<file path="src/rtl/sobel_filter.sv">
`default_nettype none
// ============================================================================
//  Module      : sobel_filter
//  Description : Streaming 3x3 Sobel edge detector. Two line buffers feed a
//                3x3 window; a two-stage pipeline computes |Gx|+|Gy| and
//                saturates it to 8 bits. Border pixels are never emitted.
//                Optional macro SOBEL_THRESHOLD_EN binarizes the output
//                against THRESH.
//  Revision    : 1.0 - initial release
// ============================================================================
module sobel_filter #(
    parameter int         IMG_W  = 64,
    parameter int         IMG_H  = 64,
    parameter logic [7:0] THRESH = 8'd100
) (
    input  logic       sys_clk_i,
    input  logic       sys_rst_i,
    input  logic [7:0] pixel_i,
    input  logic       valid_i,
    output logic [7:0] grey_o,
    output logic       valid_o,
    output logic       done_o
);

    localparam int CW = (IMG_W > 1) ? $clog2(IMG_W) : 1;
    localparam int RW = (IMG_H > 1) ? $clog2(IMG_H) : 1;
    localparam logic [CW-1:0] C_COL_LAST = CW'(IMG_W - 1);
    localparam logic [RW-1:0] C_ROW_LAST = RW'(IMG_H - 1);

    logic [CW-1:0] col_q, col_d;
    logic [RW-1:0] row_q, row_d;
    logic          w_col_last, w_row_last, w_win_ok;

    // Line memories: lb0 holds the previous line, lb1 the one before it.
    logic [7:0] lb0 [IMG_W];
    logic [7:0] lb1 [IMG_W];

    logic [7:0] p_q [3][3];
    logic       win_valid_q, win_last_q;

    // Gradients kept as 11-bit two's complement values.
    logic [10:0] gx_q, gy_q;
    logic        s1_valid_q, s1_last_q;

    logic [7:0]  grey_q, grey_d;
    logic        valid_q, done_q;

    logic [10:0] w_gx, w_gy, w_ax, w_ay;
    logic [11:0] w_mag;
    logic [7:0]  w_sat;

    assign w_col_last = (col_q == C_COL_LAST);
    assign w_row_last = (row_q == C_ROW_LAST);
    assign w_win_ok   = (row_q >= RW'(2)) && (col_q >= CW'(2));

    // Raster position bookkeeping, advanced only on accepted pixels.
    always_comb begin
        col_d = col_q;
        row_d = row_q;
        if (valid_i) begin
            if (w_col_last) begin
                col_d = '0;
                row_d = w_row_last ? '0 : row_q + 1'b1;
            end else begin
                col_d = col_q + 1'b1;
            end
        end
    end

    // Position counters.
    always_ff @(posedge sys_clk_i or posedge sys_rst_i) begin
        if (sys_rst_i) begin
            col_q <= '0;
            row_q <= '0;
        end else begin
            col_q <= col_d;
            row_q <= row_d;
        end
    end

    // Line buffers shift one line down on every accept (read-before-write, no reset).
    always_ff @(posedge sys_clk_i) begin
        if (valid_i) begin
            lb1[col_q] <= lb0[col_q];
            lb0[col_q] <= pixel_i;
        end
    end

    // Window shifts left; the new right column is {lb1, lb0, pixel} at this column.
    always_ff @(posedge sys_clk_i or posedge sys_rst_i) begin
        if (sys_rst_i) begin
            for (int r = 0; r < 3; r++)
                for (int c = 0; c < 3; c++)
                    p_q[r][c] <= '0;
            win_valid_q <= 1'b0;
            win_last_q  <= 1'b0;
        end else begin
            if (valid_i) begin
                for (int r = 0; r < 3; r++) begin
                    p_q[r][0] <= p_q[r][1];
                    p_q[r][1] <= p_q[r][2];
                end
                p_q[0][2] <= lb1[col_q];
                p_q[1][2] <= lb0[col_q];
                p_q[2][2] <= pixel_i;
            end
            win_valid_q <= valid_i && w_win_ok;
            win_last_q  <= valid_i && w_win_ok && w_col_last && w_row_last;
        end
    end

    // Sobel kernels; all terms zero-extended so the subtraction wraps into signed 11 bits.
    assign w_gx = ({3'b000, p_q[0][2]} + {2'b00, p_q[1][2], 1'b0} + {3'b000, p_q[2][2]})
                - ({3'b000, p_q[0][0]} + {2'b00, p_q[1][0], 1'b0} + {3'b000, p_q[2][0]});
    assign w_gy = ({3'b000, p_q[2][0]} + {2'b00, p_q[2][1], 1'b0} + {3'b000, p_q[2][2]})
                - ({3'b000, p_q[0][0]} + {2'b00, p_q[0][1], 1'b0} + {3'b000, p_q[0][2]});

    // Stage 1: register gradients for valid windows, flags every cycle.
    always_ff @(posedge sys_clk_i or posedge sys_rst_i) begin
        if (sys_rst_i) begin
            gx_q       <= '0;
            gy_q       <= '0;
            s1_valid_q <= 1'b0;
            s1_last_q  <= 1'b0;
        end else begin
            if (win_valid_q) begin
                gx_q <= w_gx;
                gy_q <= w_gy;
            end
            s1_valid_q <= win_valid_q;
            s1_last_q  <= win_last_q;
        end
    end

    // |G| magnitude: worst case 1020 still fits the 11-bit absolute value.
    assign w_ax  = gx_q[10] ? (~gx_q + 11'd1) : gx_q;
    assign w_ay  = gy_q[10] ? (~gy_q + 11'd1) : gy_q;
    assign w_mag = {1'b0, w_ax} + {1'b0, w_ay};
    assign w_sat = (|w_mag[11:8]) ? 8'hFF : w_mag[7:0];

`ifdef SOBEL_THRESHOLD_EN
    assign grey_d = (w_sat >= THRESH) ? 8'd255 : 8'd0;
`else
    // THRESH has no function in this build.
    logic [7:0] w_unused_thresh;
    assign w_unused_thresh = THRESH;
    assign grey_d = w_sat;
`endif

    // Stage 2: output register; grey holds between results, strobes are single-cycle.
    always_ff @(posedge sys_clk_i or posedge sys_rst_i) begin
        if (sys_rst_i) begin
            grey_q  <= '0;
            valid_q <= 1'b0;
            done_q  <= 1'b0;
        end else begin
            if (s1_valid_q)
                grey_q <= grey_d;
            valid_q <= s1_valid_q;
            done_q  <= s1_last_q;
        end
    end

    assign grey_o  = grey_q;
    assign valid_o = valid_q;
    assign done_o  = done_q;

endmodule
`default_nettype wire

</file>
<file path="config.mk">
export PLATFORM = sky130hd
export DESIGN_NAME = sobel_filter
export DESIGN_NICKNAME = d
export VERILOG_FILES = /design/src/rtl/sobel_filter.sv
export SDC_FILE = /design/constraint.sdc
export NUM_CORES = 1
export LEC_CHECK = 0
export BUFFER_PORTS_ARGS = -buffer_cell sky130_fd_sc_hd__buf_2
export CAP_MARGIN = 10
export CORE_MARGIN = 8
export CORE_UTILIZATION = 59
export CTS_CLUSTER_SIZE = 28
export DETAILED_ROUTE_END_ITERATION = 8
export PLACE_DENSITY = 0.75
export SETUP_SLACK_MARGIN = 0.5
export SKIP_LAST_GASP = 1
export SLEW_MARGIN = 25
export SYNTH_ARGS = -nofsm -noshare
export SYNTH_HDL_FRONTEND = slang
export SYNTH_SLANG_ARGS = --single-unit
</file>
<file path="constraint.sdc">
create_clock -name sys_clk_i -period 5.8 [get_ports sys_clk_i]
set_clock_uncertainty 0.15 [all_clocks]
set_input_delay 0.58 -clock sys_clk_i [delete_from_list [all_inputs] [get_ports sys_clk_i]]
set_output_delay 0.58 -clock sys_clk_i [all_outputs]
set_load 0.01 [all_outputs]
</file>
==> results.md <==
Timing:
- The worst relative slew slack is 26.5%.
- The number of endpoints with negative hold slack in the final report is 0.
- The time the final worst path needs with I/O delays and setup is 4.86 ns.
- The worst path uses 83.8% of the clock period.
- The measured slew at the worst slew-check pin is 1.10 ns.
- The peak clock frequency supported by timing is 0.206 GHz.
- The final setup TNS is 0 ns.
- The final-report max-slew violation count is 0.
- The count of endpoints failing setup in the final report is 0.
- Setup repair after global routing left no endpoint under its margin.

Yosys:
- The cell count after synthesis came out at 2846.
- The mean post-synth cell area is 16.7 sq um.
- The share of the Yosys chip area taken by registers is 71.1%.
- In the synthesized netlist the async set-or-reset flop fraction comes to 10.5%.
- In this run, synthesis inferred 1024 flip-flops with an integrated enable.
- After synthesis the netlist holds a flip-flop and latch count of 1144.
- The number of nets handed over by synthesis was 2961.
- The number of distinct library cell variants in the gate-level netlist after synthesis is 85.
- The Yosys step of the flow raised 0 warnings.
- The summed instance area of the synthesized netlist is 0.0475 sq mm.
- The prevailing post-synth register cell is sky130_fd_sc_hd__edfxtp_1.

Die:
- The effective utilization at floorplan is 59.2%.
- The die is 300 microns tall.
- The full die area is 0.0898 sq mm.
- 21 I/O pins were placed.
- Row generation in the floorplan step produced 104 rows.
- The core region is 0.0802 sq mm.
- The floorplan step set the die width to 300 microns.

Hold path:
- The worst min-delay path startpoint is win_last_q.
- The class of the most critical hold timing path is reg2reg.
- The worst hold path depth is 0.
- The destination of the worst hold path is s1_last_q.

Clock tree:
- CTS saw 1144 sinks.
- Once the clock tree was built, the setup fixing pass inserted 0 buffers.
- The clock transition time at the flip-flop clock pins of the worst setup and hold paths is 0.06 ns.
- The post-cts hold buffer count is 1.
- TritonCTS built the clock tree.
- The total CTS buffers is 112.
- The maximum number of buffers from clock root to sink is 3.
- The tree is rooted in a sky130_fd_sc_hd__clkbuf_16.
- The number of instances resized during post-cts repair is 0.
- The latest clock arrival within the worst-skew pair is 0.69 ns.
- The H-tree was split into 3 levels.

Power and ir drop:
- In this run, flip-flops and latches consume 37.1% of the power.
- Overall power consumption after layout is estimated at 31200 uW.
- The clock network burns 22.3% of the power.
- In this run the static leakage power is 0.0183 uW.
- Of the total power, the share spent switching nets is 37.8%.
- Across the VDD grid, the largest voltage drop is 458 uV.
- The combinational share of power is 40.5%.
- The net switching power is 11800 uW.
- The power density relative to cell area is 592 mW/mm^2.
- Internal power comes to 19400 uW.

Worst setup path:
- The data arrival time of the critical path is 5.05 ns.
- The cell count of the worst reg-to-reg path is 8.
- Counting stages on the worst path, the most repeated cell is sky130_fd_sc_hd__buf_4.
- Traced cell by cell, the critical path runs through buf_4 > mux4_2 > mux2i_1 > nor2_1 > a211oi_1 > o221a_2 > nand3_2 > buf_4.
- STA classifies the critical path startpoint as a flop.
- For the worst setup path, the data required time is 5.99 ns.
- Along the worst path, the maximum fanout reaches 52.
- In this run the critical register-to-register path is captured at lb1[45][6].
- Together, buffers and inverters on the worst path number 2.
- The critical path in this run is classified as reg2reg.
- The sort of element at the end of the critical path is a flop.
- The source of the worst register-to-register timing path is col_q[1].
- The cell family contributing the most delay on the critical path is flip-flops.
- The cell type of the slowest stage on the worst timing path is sky130_fd_sc_hd__dfrtp_4.
- On the worst path, the slowest cell contributes a delay of 1.07 ns.
- The register-to-register setup slack is 0.94 ns.

Routing:
- After detailed routing, the average wire length per cell comes to 32.4 microns.
- In the routed design, unresolved DRC markers number 0.
- The vias per cell is 6.96.
- The total via count after detailed routing is 28600.
- The initial detailed-routing violation count is 4957.
- In this run the remaining antenna-violating nets after routing total 0.
- The number of detailed-route iterations in the first pass is 7.
- The routed design has 133000 microns of wire.

Global routing:
- The pin count of the biggest net entering global routing is 101.
- The all-layer global routing usage is 29.3%.
- For this run the aggregate overflow at the end of global routing stands at 0.
- The via count of the first global-routing pass is 28300.
- The initial antenna violation count is 6.
- The first-pass GRT wire length is 194000 microns.

Finish:
- The library cells used most frequently in the layout, excluding fill and tap cells, are sky130_fd_sc_hd__edfxtp_1, sky130_fd_sc_hd__inv_1, sky130_fd_sc_hd__buf_4, sky130_fd_sc_hd__nor2_1, sky130_fd_sc_hd__mux2i_1.
- Leaving out fill and tap cells, the most frequent cell in the layout is sky130_fd_sc_hd__edfxtp_1.
- Registers take 0.0338 sq mm.
- At the end of the flow, the number of nets in the layout was 3068.
- The layout has 5316 filler cells.
- The layout overhead on the synthesized area is 11.0%.
- The layout cell share with drive strength beyond 1 is 17.8%.
- The multi-input gate area in the final layout is 0.0124 sq mm.

Placed design:
- Port buffering added 20 buffers.
- At the end of routability-driven placement, the weighted congestion stood at 0.995.
- The post-DP HPWL is 80000 microns.

Flow run:
- Max-cap violations in this run came to 0.

Outcome:
- The run finished with clean final reports.
synth_stat cells, types with 9 or more instances:
| cell | number | area (sq um) |
|---|---|---|
| sky130_fd_sc_hd__a22o_1 | 20 | 175 |
| sky130_fd_sc_hd__o31ai_1 | 9 | 67.6 |
| sky130_fd_sc_hd__a31oi_1 | 16 | 100 |
| sky130_fd_sc_hd__a21o_1 | 14 | 105 |
| sky130_fd_sc_hd__o22a_1 | 10 | 87.6 |
| sky130_fd_sc_hd__nor3_1 | 16 | 80.1 |
| sky130_fd_sc_hd__o22ai_1 | 52 | 325 |
| sky130_fd_sc_hd__and3_1 | 10 | 62.6 |
| sky130_fd_sc_hd__inv_1 | 136 | 510 |
| sky130_fd_sc_hd__nand2_1 | 96 | 360 |
| sky130_fd_sc_hd__clkbuf_1 | 65 | 244 |
| sky130_fd_sc_hd__nand3_1 | 24 | 120 |
| sky130_fd_sc_hd__xnor2_1 | 32 | 280 |
| sky130_fd_sc_hd__a21oi_1 | 71 | 355 |
| sky130_fd_sc_hd__nand4_1 | 12 | 75.1 |
| sky130_fd_sc_hd__a41oi_1 | 13 | 114 |
| sky130_fd_sc_hd__nand2b_1 | 14 | 87.6 |
| sky130_fd_sc_hd__a221o_1 | 18 | 180 |
| sky130_fd_sc_hd__ha_1 | 41 | 513 |
| sky130_fd_sc_hd__buf_6 | 10 | 113 |
| sky130_fd_sc_hd__fa_1 | 63 | 1260 |
| sky130_fd_sc_hd__buf_4 | 26 | 195 |
| sky130_fd_sc_hd__a221oi_1 | 90 | 788 |
| sky130_fd_sc_hd__dfrtp_1 | 120 | 3000 |
| sky130_fd_sc_hd__a211oi_1 | 11 | 82.6 |
| sky130_fd_sc_hd__buf_1 | 15 | 56.3 |
| sky130_fd_sc_hd__a22oi_1 | 64 | 480 |
| sky130_fd_sc_hd__nor2b_1 | 11 | 68.8 |
| sky130_fd_sc_hd__edfxtp_1 | 1024 | 30700 |
| sky130_fd_sc_hd__o21ai_0 | 103 | 515 |
| sky130_fd_sc_hd__mux2_2 | 110 | 1240 |
| sky130_fd_sc_hd__nor2_1 | 135 | 507 |
| sky130_fd_sc_hd__mux4_2 | 83 | 1870 |
| sky130_fd_sc_hd__mux2i_1 | 120 | 1200 |
| sky130_fd_sc_hd__buf_2 | 50 | 250 |
kinds of logic after synthesis:
group	share of synthesized area (%)
DFF	71.1
and+or+nand+nor	3.68
adders and majority gates	3.74
xor gates and xnor gates	0.683
buffers and inverters	2.93
AOI/OAI and AO/OA	8.64
muxes	9.23
flip-flops by register name, summed over array words and instances (netlist names):
register	count
grey_o	8
row_q	6
gy_q	11
col_q	6
valid_o	1
s1_valid_q	1
lb0	512
s1_last_q	1
gx_q	11
win_valid_q	1
lb1	512
p_q	72
done_o	1
win_last_q	1
cell type report:
type,instances,share of cell area (%)
multi-input combinational,1397,23.5
timing repair buffer,160,2.34
tap,1060,2.52
antenna,2,0.00950
clock inverter,64,1.04
sequential,1144,64.1
clock buffer,140,5.56
inverter,138,0.988
worst max path at each step:
stage                          from    endpoint  slack (ns)  depth (start not counted)
after floorplan           sys_rst_i    col_q[0]        1.88                          1
after global placement     col_q[1]   lb1[8][6]        1.29                          8
after detailed placement   col_q[1]  lb1[11][6]        1.19                          8
after CTS                  col_q[1]  lb1[49][6]        1.15                          8
after global routing       col_q[1]  lb1[50][6]        0.94                          8
final                      col_q[1]  lb1[45][6]        0.94                          8
power by group through the flow:
stage | registers [uW] | clock network [uW] | logic (uW)
floorplan | 11500 | 0 | 8490
global route | 11700 | 7290 | 13600
CTS | 11600 | 7000 | 12400
finish | 11600 | 6960 | 12700
detailed placement | 11800 | 0 | 12400
global placement | 11700 | 0 | 12000
metal layers:
layer,GRT usage [%],wire length [microns],up-vias
met5,0,40,-
met4,14.3,8350,6
met3,8.29,19500,508
met2,43.8,58800,2471
met1,39.8,46400,14200
li1,-,-,11400
through the flow:
stage	area [sq um]	util (%)	worst slack (ns)	hold slack, ns	cells
final	52700	65.7	0.939	0.198	4105
after global routing	52700	65.7	0.945	0.206	4103
after CTS	52700	65.7	1.15	0.199	4103
after detailed placement	49200	61.4	1.19	0.192	3898
after global placement	49200	61.4	1.29	0.190	3898
after floorplan	47500	-	1.88	0.181	2846
Note: power is estimated with default switching activity, not from simulation.
